<file path="src/rtl/ram_sdp_be.sv">
// Simple-dual-port RAM with byte-enable writes, 1- or 2-cycle registered reads and selectable read-during-write.
// No backpressure: one write and one read per cycle in RUN; requests are dropped while init_busy is high.
module ram_sdp_be #(
   parameter int  ADDR_WIDTH    = 3,
   parameter int  DATA_WIDTH    = 8,
   parameter int  RD_LATENCY    = 1,
   parameter int  RDW_MODE      = 0,
   parameter int  INIT_ON_RESET = 1,
   localparam int NBYTES        = DATA_WIDTH / 8
) (
   input  logic                  clk,
   input  logic                  rst,
   input  logic                  wr_en,
   input  logic [ADDR_WIDTH-1:0] wr_addr,
   input  logic [DATA_WIDTH-1:0] wr_data,
   input  logic [NBYTES-1:0]     wr_be,
   input  logic                  rd_en,
   input  logic [ADDR_WIDTH-1:0] rd_addr,
   output logic [DATA_WIDTH-1:0] rd_data,
   output logic                  rd_valid,
   output logic                  init_busy
);

   localparam int DEPTH = 2 ** ADDR_WIDTH;

   typedef enum logic {ST_INIT, ST_RUN} state_t;
   localparam state_t RST_STATE = (INIT_ON_RESET != 0) ? ST_INIT : ST_RUN;

   state_t                state, state_nxt;
   logic [ADDR_WIDTH-1:0] init_cnt, init_cnt_nxt;

   logic                  mem_we;
   logic [ADDR_WIDTH-1:0] mem_addr;
   logic [DATA_WIDTH-1:0] mem_wdat;
   logic [NBYTES-1:0]     mem_be;
   logic                  rd_go;
   logic [DATA_WIDTH-1:0] rd_word;

   logic [DATA_WIDTH-1:0] mem [DEPTH];

   logic                  s1_vld;
   logic [DATA_WIDTH-1:0] s1_dat;

   always_ff @(posedge clk or posedge rst) begin
      if (rst) begin
         state    <= RST_STATE;
         init_cnt <= '0;
      end else begin
         state    <= state_nxt;
         init_cnt <= init_cnt_nxt;
      end
   end

   // INIT borrows the write port to zero one word per cycle; user requests are dropped meanwhile.
   always_comb begin
      state_nxt    = state;
      init_cnt_nxt = init_cnt;
      mem_we       = 1'b0;
      mem_addr     = wr_addr;
      mem_wdat     = wr_data;
      mem_be       = wr_be;
      rd_go        = 1'b0;
      case (state)
         ST_INIT: begin
            mem_we       = 1'b1;
            mem_addr     = init_cnt;
            mem_wdat     = '0;
            mem_be       = '1;
            init_cnt_nxt = init_cnt + ADDR_WIDTH'(1);
            if (init_cnt == ADDR_WIDTH'(DEPTH - 1)) begin
               state_nxt = ST_RUN;
            end
         end
         default: begin
            mem_we = wr_en;
            rd_go  = rd_en;
         end
      endcase
   end

   assign init_busy = (state == ST_INIT);

   // Array has no reset: contents survive rst and are only cleared by INIT.
   always_ff @(posedge clk) begin
      if (mem_we) begin
         for (int i = 0; i < NBYTES; i++) begin
            if (mem_be[i]) begin
               mem[mem_addr][8*i +: 8] <= mem_wdat[8*i +: 8];
            end
         end
      end
   end

   // Word captured at the request edge; bypass merges same-cycle written lanes.
   always_comb begin
      rd_word = mem[rd_addr];
      if ((RDW_MODE != 0) && mem_we && (wr_addr == rd_addr)) begin
         for (int i = 0; i < NBYTES; i++) begin
            if (wr_be[i]) begin
               rd_word[8*i +: 8] = wr_data[8*i +: 8];
            end
         end
      end
   end

   always_ff @(posedge clk or posedge rst) begin
      if (rst) begin
         s1_vld <= 1'b0;
         s1_dat <= '0;
      end else begin
         s1_vld <= rd_go;
         if (rd_go) begin
            s1_dat <= rd_word;
         end
      end
   end

   generate
      if (RD_LATENCY == 2) begin : g_lat2
         logic                  s2_vld;
         logic [DATA_WIDTH-1:0] s2_dat;

         always_ff @(posedge clk or posedge rst) begin
            if (rst) begin
               s2_vld   <= 1'b0;
               s2_dat   <= '0;
               rd_valid <= 1'b0;
               rd_data  <= '0;
            end else begin
               s2_vld   <= s1_vld;
               if (s1_vld) begin
                  s2_dat <= s1_dat;
               end
               rd_valid <= s2_vld;
               if (s2_vld) begin
                  rd_data <= s2_dat;
               end
            end
         end
      end else begin : g_lat1
         always_ff @(posedge clk or posedge rst) begin
            if (rst) begin
               rd_valid <= 1'b0;
               rd_data  <= '0;
            end else begin
               rd_valid <= s1_vld;
               if (s1_vld) begin
                  rd_data <= s1_dat;
               end
            end
         end
      end
   endgenerate

endmodule

</file>
<file path="config.mk">
export PLATFORM = sky130hd
export DESIGN_NAME = ram_sdp_be
export DESIGN_NICKNAME = d
export VERILOG_FILES = /design/src/rtl/ram_sdp_be.sv
export SDC_FILE = /design/constraint.sdc
export NUM_CORES = 1
export LEC_CHECK = 0
export ABC_AREA = 1
export CAP_MARGIN = 0
export CORE_ASPECT_RATIO = 0.6
export CORE_MARGIN = 2
export CORE_UTILIZATION = 62
export DETAILED_ROUTE_END_ITERATION = 8
export PLACE_DENSITY = 0.81
export SETUP_SLACK_MARGIN = 0.15
export SLEW_MARGIN = 15
export SYNTH_ARGS = -nofsm -noshare
export SYNTH_HDL_FRONTEND = slang
export SYNTH_SLANG_ARGS = --single-unit
</file>
<file path="constraint.sdc">
create_clock -name clk -period 2.6 [get_ports clk]
set_input_delay 0.39 -clock clk [delete_from_list [all_inputs] [get_ports clk]]
set_output_delay 0.39 -clock clk [all_outputs]
set_load 0.1 [all_outputs]
</file>
==> reports/summary.txt <==
status: finished, final reports clean
Cell variety after synth: 20
final setup TNS: 0 ps
post-CTS setup repair buffer count: 0
Primary FF master, synth: edfxtp_1
# diodes: 0
Max VDD drop: 0.0004544 V
via count: 2,510
Net Sw Frac: 0.2628
Clock Sinks: 86
most frequent cell after synthesis: nand2_1
Post-Place Cell Area: 4060 µm²
DRC viols: 0
Die Y: 63.88 µm
R2R cell count: 6
clock-pin slew on the worst setup and hold paths: 90 ps
Slew @ Worst Pin: 564.7 ps
Pint: 2123 µW
H-tree depth: 3
fill count: 412
Vias/cell: 5.218
Synth area leaders: edfxtp_1 (52%), dfrtp_1 (15%), nand2_1 (12%)
Yosys reg bits: 86
clock root cell: clkbuf_8
Top Ports: 29
Slew HR: 0.6230
Leak: 0.001977 µW
Syn-to-layout area delta: 15.27%
Clock power frac: 0.333
Routed Antenna Nets: 0
Worst setup EP type: flop
ratio of cells with drive above 1 in the final layout: 0.1347
RSZ-0062 raised after global routing: no
HP Class: input port to asynchronous set/reset pin
PortBufs: 28
Placer Congestion: 0.8277
clk_lat worst skew: 360 ps
die area: 6630 µm²
f_max: 0.5507 GHz
Core Area: 5675 µm²
crit path max fanout: 12
Total GRT Usage: 0.2443
Avg Inst Size Synth: 10.35 µm²
final setup margin: 784.3 ps
# setup viols final: 0
first-pass GRT wire length: 11,800 µm
hold buffers post-CTS: 0
Synth Net Count: 379
WS Path Type: flop to flop
router iterations before antenna repair: 4
gr ovfl total: 0
Worst EP arrival: 1880 ps
Clock Tree Buf Depth: 2
largest net degree at the start of global routing: 33
Tmin final: 1816 ps
logic gate share of total power: 0.132
Rows: 21
register area share after synthesis: 0.6673
Post-DP HPWL: 4750 µm
crit path launch type: flop
chip width: 103.8 µm
number of synthesized flops with an enable pin: 64
mapped cell area: 3705 µm²
largest area contributor in the netlist: edfxtp_1
fraction of registers with async set/reset: 0.2558
CTS tree: yes
post-synthesis instance total: 358
DRT Wirelength: 7371 µm
initial antenna violation count: 0
final design area excluding fillers: 4270 µm²
wire per inst: 15.32 µm
# resized after CTS: 0
Flop pwr share: 0.535
Final #Nets: 417
Num CTS Buffers: 9
starting density of the core: 0.6528
Detailed Route Iter0 Violations: 194
Slew Limit Fails: 0
top-area cell type share of the netlist area: 0.5187
vias in the first global route: 2,213
final count of hold timing violations: 0
Psw: 756.8 µW
skew final: 15.30 ps
Fin Hold WS: 365.8 ps
Data required, critical path: 2660 ps
crit share post-route: 0.6984
most instantiated cells after synthesis: nand2_1 (117), edfxtp_1 (64), inv_1 (60), nand3_1 (48), dfrtp_1 (22)
PwrDens: 674.4 nW/µm²
dpl ws: 739.6 ps
Syn. warnings: 0
max cap viols: 0
## power groups by stage
stage | logic (µW) | registers (µW) | clock network (µW)
CTS | 381 | 1540 | 966
floorplan | 129 | 1720 | 0
global route | 406 | 1550 | 1020
detailed placement | 380 | 1570 | 0
finish | 380 | 1540 | 958
global placement | 376 | 1570 | 0
## final timing paths
kind	from	endpoint	slack, ps
max in group asynchronous	rst	s1_dat[1]	1990
worst max register to register	state	mem[4][5]	780
min in group clk	s1_dat[2]	s1_dat[2]	490
worst min-delay path	rst	s1_dat[7]	370
worst min register to register	s1_dat[2]	s1_dat[2]	490
worst max-delay path	state	mem[4][5]	780
## layout make-up
type | instances | area (µm²) | share of cell area
Clock buffer | 12 | 155.1 | 0.03633
Clock inverter | 4 | 55.05 | 0.01289
Inverter | 64 | 242.7 | 0.05684
Sequential cell | 86 | 2472 | 0.5790
Tap cell | 80 | 100.1 | 0.02344
Timing Repair Buffer | 41 | 352.8 | 0.08263
Multi-Input combinational cell | 194 | 892.1 | 0.2089
## per-layer routing
| layer | GRT usage | vias up | wire length [µm] | part of all wire |
|---|---|---|---|---|
| li1 | - | 1204 | - | - |
| met5 | 0 | - | 0 | 0 |
| met4 | 0.07095 | 0 | 155 | 0.021 |
| met2 | 0.3576 | 109 | 3227 | 0.44 |
| met1 | 0.3634 | 1182 | 3268 | 0.44 |
| met3 | 0.06837 | 15 | 720 | 0.098 |
## metrics by stage
stage / instances / power [µW] / utilization
global route: 481 / 2974 / 0.7524
global placement: 465 / 1946 / 0.7154
floorplan: 358 / 1848 / -
CTS: 481 / 2889 / 0.7524
detailed placement: 465 / 1952 / 0.7154
finish: 481 / 2880 / 0.7524
## sequential cells by signal (all words and copies together) (netlist names)
| name | count |
|---|---|
| s1_dat | 8 |
| rd_data | 8 |
| init_cnt | 3 |
| s1_vld | 1 |
| mem | 64 |
| state | 1 |
| rd_valid | 1 |
## logic make-up (layout without fill, tap and decap cells)
family          Yosys count  after routing  share of synthesized area
mux                       8              8                    0.02432
fa+ha+maj                 2              2                   0.006753
xor+xnor                  1              1                   0.002364
simple gates            180            180                     0.2013
flops                    86             86                     0.6673
compound gates            3              3                   0.006079
buf+inv                  78            121                    0.09186
## cell usage in the layout, fill, tap and decap left out, drive strengths merged
cell type,instances
nand2,118
edfxtp,64
bufinv,1
xnor2,1
ha,2
clkbuf,12
nand3,48
buf,23
nor2,11
mux2,8
o21ai,3
clkinv,2
or2,3
clkdlybuf4s50,18
inv,64
dfrtp,22
clkinvlp,1
## worst max-delay path, cell delays in order, from the launching register on
cell,delay [ps]
dfrtp_1,660
inv_4,90
or2_1,230
o21ai_2,70
nand2_1,100
nor2_1,170
buf_4,200
Power figures use the tool's default switching activity.
